### src/rtl/hack_pkg.sv
// Shared Hack CPU definitions: word width, fetch-sequencer state encoding and
// the default program-counter reset vector.
package hack_pkg;

    localparam int WORD_W = 16;
    localparam logic [WORD_W-1:0] RESET_VECTOR = '0;

    typedef enum logic [1:0] {
        IDLE,
        FETCH,
        ISSUE,
        HALTED
    } pc_state_t;

endpackage

### src/rtl/inc16.sv
// Hack 16-bit incrementer: out = in + 1, modulo 2^16.
module inc16
    import hack_pkg::*;
(
    input  logic [WORD_W-1:0] in,
    output logic [WORD_W-1:0] out
);

    assign out = in + {{(WORD_W-1){1'b0}}, 1'b1};

endmodule

### src/rtl/pc_fetch_ctrl.sv
// Hack program counter and instruction-fetch sequencer: ROM req/ack on one side,
// instr valid/ready toward the core, with jump, halt and fetch-timeout handling.
module pc_fetch_ctrl
    import hack_pkg::*;
#(
    parameter int                WIDTH        = WORD_W,
    parameter logic [WORD_W-1:0] RESET_VECTOR = hack_pkg::RESET_VECTOR,
    parameter int                MAX_WAIT     = 15
) (
    input  logic             clk,
    input  logic             reset,
    output logic [WIDTH-1:0] rom_addr,
    output logic             rom_req,
    input  logic             rom_ack,
    input  logic [WIDTH-1:0] rom_data,
    output logic [WIDTH-1:0] instr,
    output logic             instr_valid,
    input  logic             instr_ready,
    input  logic             jump,
    input  logic [WIDTH-1:0] jump_addr,
    input  logic             halt,
    output logic [WIDTH-1:0] pc,
    output logic             wrap,
    output logic             fetch_err
);

    localparam int WAIT_W = 8;
    localparam logic [WAIT_W-1:0] WAIT_LAST = WAIT_W'(MAX_WAIT - 1);

    pc_state_t         state;
    logic [WAIT_W-1:0] wait_cnt;
    logic [WIDTH-1:0]  pc_inc;

    inc16 u_inc16 (
        .in  (pc),
        .out (pc_inc)
    );

    // Handshake outputs decode straight from state, so no input reaches an output combinationally.
    assign rom_req     = (state == FETCH);
    assign instr_valid = (state == ISSUE);
    assign rom_addr    = pc;

    always_ff @(posedge clk or posedge reset) begin
        if (reset) begin
            state     <= IDLE;
            pc        <= RESET_VECTOR;
            instr     <= '0;
            wrap      <= 1'b0;
            fetch_err <= 1'b0;
            wait_cnt  <= '0;
        end else begin
            wrap <= 1'b0;
            case (state)
                IDLE: begin
                    state <= halt ? HALTED : FETCH;
                end
                // halt is deliberately not looked at here: a request in flight must finish or time out.
                FETCH: begin
                    if (rom_ack) begin
                        instr    <= rom_data;
                        wait_cnt <= '0;
                        state    <= ISSUE;
                    end else if (wait_cnt == WAIT_LAST) begin
                        fetch_err <= 1'b1;
                        wait_cnt  <= '0;
                        state     <= HALTED;
                    end else begin
                        wait_cnt <= wait_cnt + 1'b1;
                    end
                end
                ISSUE: begin
                    if (instr_ready) begin
                        pc    <= jump ? jump_addr : pc_inc;
                        wrap  <= ~jump & (pc_inc == '0);
                        state <= halt ? HALTED : FETCH;
                    end
                end
                HALTED: begin
                    if (!halt) begin
                        state <= FETCH;
                    end
                end
                default: begin
                    state <= IDLE;
                end
            endcase
        end
    end

endmodule

### config.mk
export PLATFORM = sky130hd
export DESIGN_NAME = pc_fetch_ctrl
export DESIGN_NICKNAME = d
export VERILOG_FILES = /design/src/rtl/hack_pkg.sv /design/src/rtl/inc16.sv /design/src/rtl/pc_fetch_ctrl.sv
export SDC_FILE = /design/constraint.sdc
export NUM_CORES = 1
export LEC_CHECK = 0
export ABC_CLOCK_PERIOD_IN_PS = 2300
export CORE_AREA = 2 2 78 80
export CTS_BUF_LIST = sky130_fd_sc_hd__clkbuf_8 sky130_fd_sc_hd__clkbuf_16
export DETAILED_ROUTE_END_ITERATION = 16
export DIE_AREA = 0 0 80 82
export GPL_TIMING_DRIVEN = 0
export PLACE_DENSITY = 0.79
export SETUP_SLACK_MARGIN = 0.5
export SYNTH_ARGS = -nofsm -noshare
export SYNTH_HDL_FRONTEND = slang
export SYNTH_SLANG_ARGS = --single-unit
### constraint.sdc
create_clock -name clk -period 2.3 [get_ports clk]
set_input_delay 0.46 -clock clk [delete_from_list [all_inputs] [get_ports clk]]
set_output_delay 0.46 -clock clk [all_outputs]
set_load 0.05 [all_outputs]
* After elaboration in Yosys (flattened, before gate mapping)
Cells that the tools add are included.
Cells by class: add/sub/neg operators 2, multiply operators 0, divide/modulo/power cells 0, magnitude comparators 0, eq/ne operators 7, shifts and indexed selects 0, mux-type cells 11, bitwise gates (word level) 3, reduce and logical (&&, ||, !) cells 6
Operators by type and width (count):
- $add 16x1->16 const B | 1
- $logic_not 16->1 | 1
- $mux 16 | 1
- $mux 8 | 2
- $mux 2 | 5
- $add 8x1->8 const B | 1
- $eq 8x4->1 const B | 1
- $pmux 2 s4 | 1
- $reduce_and 3->1 | 2
- $eq 2x2->1 const B | 2
- $reduce_and 2->1 | 2
- $ne 3x1->1 const B | 1
- $eq 2x1->1 const B | 1
- $logic_not 2->1 | 1
- $mux 1 | 2
- $ne 2x1->1 const B | 1
- $ne 2x2->1 const B | 1
- $not 1->1 | 2
- $and 1x1->1 | 1
Word-level totals: bits in registers 44, latch bits 0, bits in writable memories 0, ROM bits 0, input port bits 38, output and inout bits 52, word-level logic and storage cells 35, memories kept 0

* Logic depth before layout (Yosys ltp)
Gate-level depths: netlist (run 1).
word-level depth 5, gate-level depth with buffers 7, gate-level depth less buffers 6

* Modules after synthesis
From an unflattened synthesis (run 1), not the netlist that was laid out.
Unflattened totals: cell total of the unflattened synthesis 232, area total of the unflattened synthesis 2376.0 µm²
Modules (own cells, without submodules):
- pc_fetch_ctrl | times used 1, cells each 189, area each 2078.2 µm²
- inc16 | times used 1, cells each 43, area each 297.8 µm²

* Worst setup path after synthesis (run 1)
Ideal clock, no wire load.
path type reg2reg, start point register pc[8], end point register wrap, setup time 0.111 ns, arrival 2.049 ns, path slack 0.140 ns, cell stages (with the launch flop) 7, path buffers 1, period minus slack after synthesis 2.160 ns, cells stage by stage dfrtp_1 buf_4 nand4_1 nor4_1 xnor2_1 o2111ai_1 a2111oi_2
On the way: longest elaborated chain between the ends 5
RTL lines:
- from (decl) | RTL line pc_fetch_ctrl.sv:22 | output logic [WIDTH-1:0] pc,
- from (signal assigned) | RTL line pc_fetch_ctrl.sv:74 | pc <= jump ? jump_addr : pc_inc;
- $add 16x1->16 | RTL line inc16.sv:9 | assign out = in + {{(WORD_W-1){1'b0}}, 1'b1};
- $logic_not 16->1 | RTL line pc_fetch_ctrl.sv:75 | wrap <= ~jump & (pc_inc == '0);
- $and 1x1->1 | RTL line pc_fetch_ctrl.sv:75
- $mux 1 | RTL line pc_fetch_ctrl.sv:73 | if (instr_ready) begin
- $mux 1 | RTL line pc_fetch_ctrl.sv:54 | case (state)
- to (signal assigned) | RTL line pc_fetch_ctrl.sv:75
- to (decl) | RTL line pc_fetch_ctrl.sv:23 | output logic wrap,
Every way passes these cells. A chain may end at the register's enable or synchronous reset.

* Worst setup path in the final report (run 1)
start point register state[1], end point output rom_req
On the way: longest elaborated chain between the ends 1
RTL lines:
- from (decl) | RTL line pc_fetch_ctrl.sv:30 | pc_state_t state;
- from (signal assigned) | RTL line pc_fetch_ctrl.sv:56 | state <= halt ? HALTED : FETCH;
- from (signal assigned) | RTL line pc_fetch_ctrl.sv:76 | state <= halt ? HALTED : FETCH;
- $eq 2x1->1 | RTL line pc_fetch_ctrl.sv:40 | assign rom_req = (state == FETCH);
- to (decl) | RTL line pc_fetch_ctrl.sv:13 | output logic rom_req,
Every way passes these cells.

==> results_dict.tcl, run 1 <==
set metrics [dict create \
    outcome "finished, final reports clean" \
    synth-seq-area-share 0.4369 \
    leakagePower_uw 0.001609 \
    dp_slack_ns -0.009255 \
    fin_tns_setup_ns 0 \
    grt_pass1_vias 2239 \
    yosys.area_share.simple 0.1723 \
    final_common_cell "clkdlybuf4s50_1" \
    core-area_um2 5746 \
    clk_path_buf_depth 2 \
    startpoint_type "flop" \
    via_count 2418 \
    critPathArrivalTime_ns 1.33 \
    rsz0062_at_grt "yes" \
    cts_num_sinks 44 \
    stdcell_count 447 \
    setup_viol_count_final 0 \
    endpoint_kind "primary output" \
    yosys-mux-area-fraction 0.08342 \
    clock.fmax_ghz 0.5573 \
    synth_warnings 0 \
    synth_nets 302 \
    dp_cells 425 \
    grt_pass1_wl_mm 10.17 \
    final_cell_mix "36 x clkdlybuf4s50_1, 32 x buf_4, 32 x dfrtp_1" \
    start_util 0.4386 \
    cts_tree "built" \
    syn_to_final_growth_pct 49.06 \
    avgViaCountPerCell 5.409 \
    totalWireLength_mm 6.602 \
    hold_violations 0 \
    ant_nets 0 \
    synth_area_um2 2520 \
    synth_xor_area_frac 0.01738 \
    finalMaxSlewViolations 0 \
    syn_inst 261 \
    synth_edf_count 0 \
    rows 28 \
    tightest_slew_ns 0.5157 \
    crit_path_max_fanout 9 \
    clk_pin_slew_worst_paths_ns 0.08 \
    drcViolationCount 0 \
    ir_worst_vdd_mv 0.9662 \
    syn_area_per_cell_um2 9.655 \
    relSlewSlack 0.6562 \
    holdBufCountCts 0 \
    p_per_area_nw_per_um2 1441 \
    whs_ns 0.3719 \
    clk_latency_ns 0.30 \
    setup_slack_ns 0.5056 \
    die_w_um 80 \
    crit_type "flop to primary output" \
    fillerInstances 509 \
    cp.required_ns 1.84 \
    die_height_um 82 \
    numCtsBuffers 5 \
    synth_cell_types 53 \
    synth_top_family_by_area "compound AO/OA/AOI/OAI gates" \
    max_cap_violations 0 \
    root_buffer "clkbuf_8" \
    hp-class "input port to async pin" \
    dp_hpwl_mm 4.691 \
    post-route-period-util 0.7802 \
    globalplace.congestion 0.8737 \
    grt_max_degree 39 \
    skew_ns 0.009080 \
    antenna_found_initial 0 \
    overflow 0 \
    drtPass1Iterations 4 \
    antenna_cells 0 \
    grtUsageTotal 0.1959 \
    postSynth.asyncResetShare 1.000 \
    ios 90 \
    synth_adder_area_share 0.01490 \
    ys.flop_type "dfrtp_1" \
    htreeDepth 2 \
    synth_compound_area_frac 0.1778 \
    synth_seq_cells 44 \
    fp.dieArea_um2 6560 \
    final_layout_size_suffix_gt1_frac 0.3091 \
    power_uw 5414 \
    wl_per_cell_um 14.77 \
    fin_crit_ns 1.794 \
    port-buffer-count 88 \
    drt-initial-drc-count 219 \
    nets 412 \
]
timing repair:
action	in CTS	in global routing
endpoints found under the setup margin	69	34
setup buffers	0	14
pin swaps	0	7
gates resized for setup	76	35
path summary, 6_finish.rpt:
check,from,end,slack [ns],cells past startpoint
setup reg to reg,pc[3],wrap,0.51,7
setup / recovery,state[1],rom_req,0.51,4
hold reg to reg,fetch_err,fetch_err,0.48,1
max in group asynchronous,reset,pc[9],1.47,3
hold / removal,reset,instr[9],0.37,2
min in group clk,fetch_err,fetch_err,0.48,1
area by class of cell:
class,count,area (µm²),area share
Tap cell,75,93.84,0.02498
Clock buffer,6,82.58,0.02199
Buffer,34,225.2,0.05996
Timing Repair Buffer,103,943.4,0.2512
Multi-Input combinational cell,174,1246,0.3318
Clock inverter,2,15.01,0.003997
Inverter,9,33.78,0.008994
Sequential cell,44,1116,0.2971
cell usage after synthesis (2+ instances only):
library cell / n / share of area
a31oi_1: 6 / 0.015
clkbuf_1: 9 / 0.013
o31ai_1: 4 / 0.012
nor2b_1: 3 / 0.0074
nand2_1: 17 / 0.025
o22a_1: 3 / 0.010
o31a_1: 2 / 0.0070
nor2_1: 16 / 0.024
a22oi_1: 3 / 0.0089
mux2_2: 16 / 0.071
xnor2_1: 2 / 0.0070
inv_1: 8 / 0.012
mux2i_1: 3 / 0.012
and4_1: 3 / 0.010
dfrtp_1: 44 / 0.44
nand2b_1: 2 / 0.0050
nor3_1: 6 / 0.012
ha_1: 3 / 0.015
nor4_1: 3 / 0.0074
buf_2: 4 / 0.0079
buf_4: 19 / 0.057
a22o_1: 2 / 0.0070
nand3_1: 6 / 0.012
xor2_1: 3 / 0.010
a21oi_1: 15 / 0.030
a32oi_1: 2 / 0.0070
o21ai_0: 27 / 0.054
nand4_1: 5 / 0.012
state kept, by name (all words and copies together) (netlist names):
register   count
fetch_err      1
wait_cnt       8
pc            16
state          2
instr         16
wrap           1
per-layer routing:
metal,vias up,track usage,share of wire
met4,0,0.06610,0.0088
met1,1156,0.2409,0.40
met5,-,0,0
li1,1141,-,-
met3,7,0.05714,0.080
met2,114,0.3308,0.51
worst max-delay path, cell delays in order, from the launching register on:
cell and delay [ns]:
dfrtp_1 0.38, nand2b_1 0.13, buf_2 0.17, inv_2 0.11, clkbuf_4 0.24
metrics by stage:
| step | cell area (µm²) | util |
|---|---|---|
| floorplan | 2555 | - |
| global placement | 3530 | 0.6143 |
| detailed placement | 3550 | 0.6178 |
| CTS | 3613 | 0.6289 |
| global route | 3756 | 0.6537 |
| finish | 3756 | 0.6537 |
logic make-up after synthesis:
family,Yosys count
AND/OR/NAND/NOR,76
AO/OA/AOI/OAI,71
flip-flops,44
buffers and inverters,43
multiplexers,19
XOR/XNOR,5
adder cells (fa/ha/maj),3
power by group:
part	total, µW	internal [µW]	switching [µW]	leakage, µW
Sequential	1400	1100	300	0.000527
Clock	516	243	273	0.0000434
Combinational	3500	1180	2320	0.00104
Total	5410	2520	2890	0.00161
Power figures use the tool's default switching activity.
==> run 2, diff against run 1 <==
ABC_CLOCK_PERIOD_IN_PS = 1700   (was 2300)
clock period = 1.7 ns   (was 2.3 ns; I/O delays follow)
==> run 2 against run 1 <==
Net effect:
- the flow now finishes with violations (setup timing)
- clock power increased by 45%
- power grew 110%
- final cell count rose by 20%
- critical endpoint is now wrap
- via count up 38%
- setup slack worse by 0.81 ns
- register-to-register slack worse by 0.81 ns
- combinational power increased by 140%
- clock-buffer cell count fell by 1
- flip-flop and latch count stayed put
==> results_dict.tcl, run 2 (same netlist as run 1, synthesis figures left out) <==
set metrics [dict create \
    ios 90 \
    path_cells "ha_4, nand2_2, nor2_1, or3_1, a22o_4, a2111oi_4" \
    power_uw 11270 \
    root_buffer "clkbuf_8" \
    rr_worst_depth 6 \
    cts_num_sinks 44 \
    ir_worst_vdd_mv 1.722 \
    violations "setup timing" \
    syn_to_final_growth_pct 114.7 \
    port-buffer-count 88 \
    p_per_area_nw_per_um2 2082 \
    tightest_slew_ns 0.7687 \
    hold_violations 0 \
    cts_tree "built" \
    setup_slack_ns -0.3043 \
    clk_path_buf_depth 2 \
    core-area_um2 5746 \
    fp.dieArea_um2 6560 \
    die_height_um 82 \
    die_w_um 80 \
    skew_ns 0.009704 \
    hold_depth 2 \
    crit_path_max_fanout 4 \
    dp_hpwl_mm 4.580 \
    grt_pass1_wl_mm 14.59 \
    post-route-period-util 1.179 \
    via_count 3336 \
    busiest_layer "met2" \
    overflow 0 \
    drtPass1Iterations 5 \
    leakagePower_uw 0.002408 \
    final_common_cell "buf_6" \
    rows 28 \
    avgViaCountPerCell 6.212 \
    clk_pin_slew_worst_paths_ns 0.09 \
    use_met3 0.06593 \
    nets 502 \
    rsz0062_at_grt "yes" \
    grtUsageTotal 0.2885 \
    globalplace.congestion 0.9060 \
    htreeDepth 2 \
    clock.fmax_ghz 0.4989 \
    endpoint_kind "flop" \
    critPathArrivalTime_ns 2.21 \
    start_util 0.4386 \
    drcViolationCount 0 \
    dp_slack_ns -0.2373 \
    path_depth 6 \
    totalWireLength_mm 12.58 \
    final_cell_mix "78 x buf_6, 61 x buf_4, 36 x buf_8" \
    hp-class "input port to flop" \
    wl_per_cell_um 23.43 \
    setup_viol_count_final 9 \
    grt_max_degree 23 \
    ant_nets 0 \
    relSlewSlack 0.4875 \
    crit_buf_inv 0 \
    cp.required_ns 1.90 \
    grt_pass1_vias 2925 \
    antenna_found_initial 0 \
    numCtsBuffers 5 \
    critical_path.max_stage_delay_ns 0.54 \
    startpoint_type "flop" \
    drt-initial-drc-count 298 \
    crit_path_top_delay_cell "dfrtp_4" \
    crit_type "flop to flop" \
    finalMaxSlewViolations 0 \
    fin_crit_ns 2.004 \
    final_layout_size_suffix_gt1_frac 0.6364 \
    max_cap_violations 0 \
    globalRouteMet2Util 0.5058 \
    fin_tns_setup_ns -0.9894 \
    cp_top_family "compound AO/OA/AOI/OAI gates" \
    top_regs "instr: 16 flops, pc: 16 flops, wait_cnt: 8 flops" \
    outcome "finished, violations left" \
    antenna_cells 0 \
    met1_usage 0.3343 \
    clk_latency_ns 0.31 \
    holdBufCountCts 0 \
]
[run 2: cell count changes in the layout (fill, tap and decap cells not counted), moves of 7 or more]
cell | before | now
clkbuf_2 | 10 | 1
buf_8 | 0 | 36
buf_6 | 3 | 78
dfrtp_2 | 12 | 19
dlygate4sd2_1 | 31 | 1
o21ai_2 | 0 | 11
o21ai_1 | 0 | 11
clkdlybuf4s15_2 | 8 | 0
mux2_4 | 0 | 16
dfrtp_1 | 32 | 24
buf_4 | 32 | 61
mux2_2 | 16 | 0
o21ai_0 | 27 | 5
[run 2: worst paths after layout]
| path | slack [ns] | from | to |
|---|---|---|---|
| max in group asynchronous | 0.81 | reset | pc[0] |
| max | -0.30 | pc[0] | wrap |
| min | 0.48 | rom_ack | state[0] |
| min reg2reg | 0.51 | fetch_err | fetch_err |
| max reg2reg | -0.30 | pc[0] | wrap |
| min in group asynchronous | 0.50 | reset | instr[13] |
[run 2: area by class of cell]
cell class	count	area (µm²)
plain buffers	34	381.6
clock inverters	3	26.28
multi-input cells	174	1607
fillers	160	335.3
clock buffers	5	68.82
repair buffers	192	2047
flip-flops and latches	44	1129
well taps	75	93.84
inverters	9	50.05
repair inverters	1	7.507
[run 2: worst register-to-register path: stages (launching register included)]
cell	delay, ns
dfrtp_4	0.54
ha_4	0.21
nand2_2	0.13
nor2_1	0.08
or3_1	0.36
a22o_4	0.26
a2111oi_4	0.33
[run 2: what timing repair did]
item | in CTS | in global routing
pin swaps | 26 | 27
gates resized for setup | 491 | 67
setup endpoints to repair | 102 | 117
gates cloned | 6 | 0
setup buffers | 59 | 40
[run 2: report_power, final]
group / leakage, µW / total, µW / internal, µW / switching, µW
clock: 0.0000491 / 746 / 304 / 442
sequential: 0.000517 / 2020 / 1500 / 521
combinational: 0.00184 / 8500 / 4110 / 4390
[run 2: stage by stage]
| step | hold slack [ns] | instance area, µm² | std cells | util |
|---|---|---|---|---|
| floorplan | 0.3437 | 2709 | 261 | - |
| detailed placement | 0.4567 | 3684 | 424 | 0.6411 |
| finish | 0.4793 | 5410 | 537 | 0.9416 |
| global placement | 0.4668 | 3684 | 424 | 0.6411 |
| global route | 0.4917 | 5410 | 537 | 0.9416 |
| CTS | 0.5078 | 4830 | 497 | 0.8406 |
[run 2: routing by layer]
metal / up-vias / wire length [µm]
met2: 333 / 6260
li1: 1329 / -
met4: 0 / 736
met3: 89 / 1230
met1: 1585 / 4355
met5: - / 0
==> run 3, diff against run 2 <==
SKIP_CTS_REPAIR_TIMING = 1   (was not set)
==> run 3 against run 2 <==
Net effect:
- the run still ends with setup timing left
- non-clock buffer count is 50 lower
- power shrank 13%
- final cell count is 9.3% lower
- via count shrank 17%
- largest power group unchanged
- setup slack improved by 0.11 ns
- critical path depth shrank 1
- critical endpoint unchanged
- final area shrank 12%
- register-to-register slack gained 0.11 ns
- worst hold slack got worse by 0.0044 ns
- clock skew increased by 0.0031 ns
==> results_dict.tcl, run 3 (same netlist as run 1, synthesis figures left out) <==
set metrics [dict create \
    drtPass1Iterations 5 \
    wl_met3_um 867 \
    p_sw_frac 0.4801 \
    seq_power_share 0.206 \
    crit_path_top_delay_cell "dfrtp_2" \
    final_layout_size_suffix_gt1_frac 0.5680 \
    rr_endpoint "wrap" \
    rsz0062_at_grt "yes" \
    path_cells "inv_1, nor3_4, or4_4, a22o_4, a2111oi_4" \
    drt-initial-drc-count 334 \
    final_core_util 0.8280 \
    ir_worst_vdd_mv 1.389 \
    p_int_uw 5067 \
    final_cell_mix "68 x buf_6, 36 x buf_4, 34 x clkdlybuf4s50_1" \
    clock.fmax_ghz 0.5270 \
    grt_pass1_wl_mm 10.13 \
    totalWireLength_mm 8.676 \
    core-area_um2 5746 \
    drcViolationCount 0 \
    grt_pass1_vias 2184 \
    cts_num_sinks 44 \
    grt_max_degree 45 \
    rows 28 \
    clk_path_buf_depth 2 \
    via_count 2768 \
    cts_tree "built" \
    clk_latency_ns 0.30 \
    crit_path_max_fanout 6 \
    p_switching_uw 4680 \
    hold_violations 0 \
    antenna_found_initial 0 \
    ant_nets 0 \
    rr_worst_depth 5 \
    leakagePower_uw 0.002041 \
    critPathArrivalTime_ns 2.09 \
    syn_to_final_growth_pct 88.78 \
    setup_slack_ns -0.1974 \
    top_layer_used "met4" \
    endpoint_kind "flop" \
    reg2reg_slack_ns -0.20 \
    avgViaCountPerCell 5.684 \
    critical_path.max_stage_delay_ns 0.48 \
    r2r_start "pc[6]" \
    htreeDepth 2 \
    post-route-period-util 1.116 \
    dp_hpwl_mm 4.580 \
    critPathCapture "wrap" \
    relSlewSlack 0.6001 \
    finalMaxSlewViolations 0 \
    ios 90 \
    p_per_area_nw_per_um2 2049 \
    nets 452 \
    cp.required_ns 1.89 \
    start_util 0.4386 \
    stdcell_area_um2 4757 \
    max_cap_violations 0 \
    fin_crit_ns 1.897 \
    grtUsageTotal 0.1955 \
    skew_ns 0.01280 \
    clk_pin_slew_worst_paths_ns 0.10 \
    m1WireLength_mm 3.111 \
    violations "setup timing" \
    placed_cell_area_um2 3684 \
    startpoint_type "flop" \
    fp.dieArea_um2 6560 \
    globalplace.congestion 0.9060 \
    fin_tns_setup_ns -0.4061 \
    top_regs "instr: 16 flops, pc: 16 flops, wait_cnt: 8 flops" \
    crit_type "flop to flop" \
    root_buffer "clkbuf_8" \
    outcome "finished, violations left" \
    hp-class "input port to flop" \
    wl_met2_mm 4.454 \
    tightest_slew_ns 0.5999 \
    numCtsBuffers 5 \
    port-buffer-count 88 \
    power_uw 9747 \
    die_w_um 80 \
    wl_per_cell_um 17.82 \
    antenna_cells 0 \
    setup_viol_count_final 4 \
    worstSetupStartpoint "pc[6]" \
    fillerInstances 329 \
    power_frac_comb 0.721 \
    die_height_um 82 \
    final_common_cell "buf_6" \
    clock_power_share 0.074 \
    overflow 0 \
]
## run 3: cell count changes in the layout (fill, tap and decap cells not counted), sizes merged
cell,previous run,this run
dlymetal6s2s,1,2
buf,182,133
clkbuf,13,12
dlygate4sd2,1,0
## run 3: metrics by stage
stage	instances	setup slack [ns]	hold slack, ns
detailed placement	424	-0.2373	0.4567
global placement	424	-0.2363	0.4668
global route	487	-0.2598	0.4911
floorplan	261	-0.1403	0.3437
finish	487	-0.1974	0.4749
CTS	432	-0.5083	0.4853
## run 3: layout make-up
| cell class | count | area [µm²] | share of cell area |
|---|---|---|---|
| Timing Repair Buffer | 142 | 1546 | 0.3251 |
| Multi-Input combinational cell | 174 | 1481 | 0.3114 |
| Sequential cell | 44 | 1130 | 0.2375 |
| Buffer | 34 | 352.8 | 0.07417 |
| Tap cell | 75 | 93.84 | 0.01973 |
| Clock buffer | 5 | 68.82 | 0.01447 |
| Inverter | 9 | 50.05 | 0.01052 |
| Clock inverter | 3 | 26.28 | 0.005523 |
| Timing Repair inverter | 1 | 7.507 | 0.001578 |
## run 3: power by group through the flow
stage	Sequential, µW	Clock [µW]	Combinational [µW]
floorplan	3190	0	2380
global placement	1930	0	5080
detailed placement	1960	0	5130
CTS	1940	722	5140
global route	2050	781	7330
finish	2010	717	7020
## run 3: per-layer routing
| layer | vias up | track usage |
|---|---|---|
| li1 | 1223 | - |
| met1 | 1313 | 0.2451 |
| met2 | 198 | 0.3092 |
| met3 | 34 | 0.06264 |
| met4 | 0 | 0.08814 |
| met5 | - | 0 |
## run 3: worst max-delay path: cells and delay by family (launching register included)
family	cells	cell delay, ns
AOI/OAI and AO/OA	2	0.47
buffers and inverters	1	0.27
DFF	1	0.48
and+or+nand+nor	2	0.56
## run 3: worst min-delay path by stage
stage	start	end	slack [ns]	depth (start not counted)
floorplan	reset	fetch_err	0.34	1
global placement	fetch_err	fetch_err	0.47	1
finish	rom_ack	state[0]	0.47	2
CTS	fetch_err	fetch_err	0.49	1
detailed placement	fetch_err	fetch_err	0.46	1
global route	rom_ack	state[0]	0.49	2
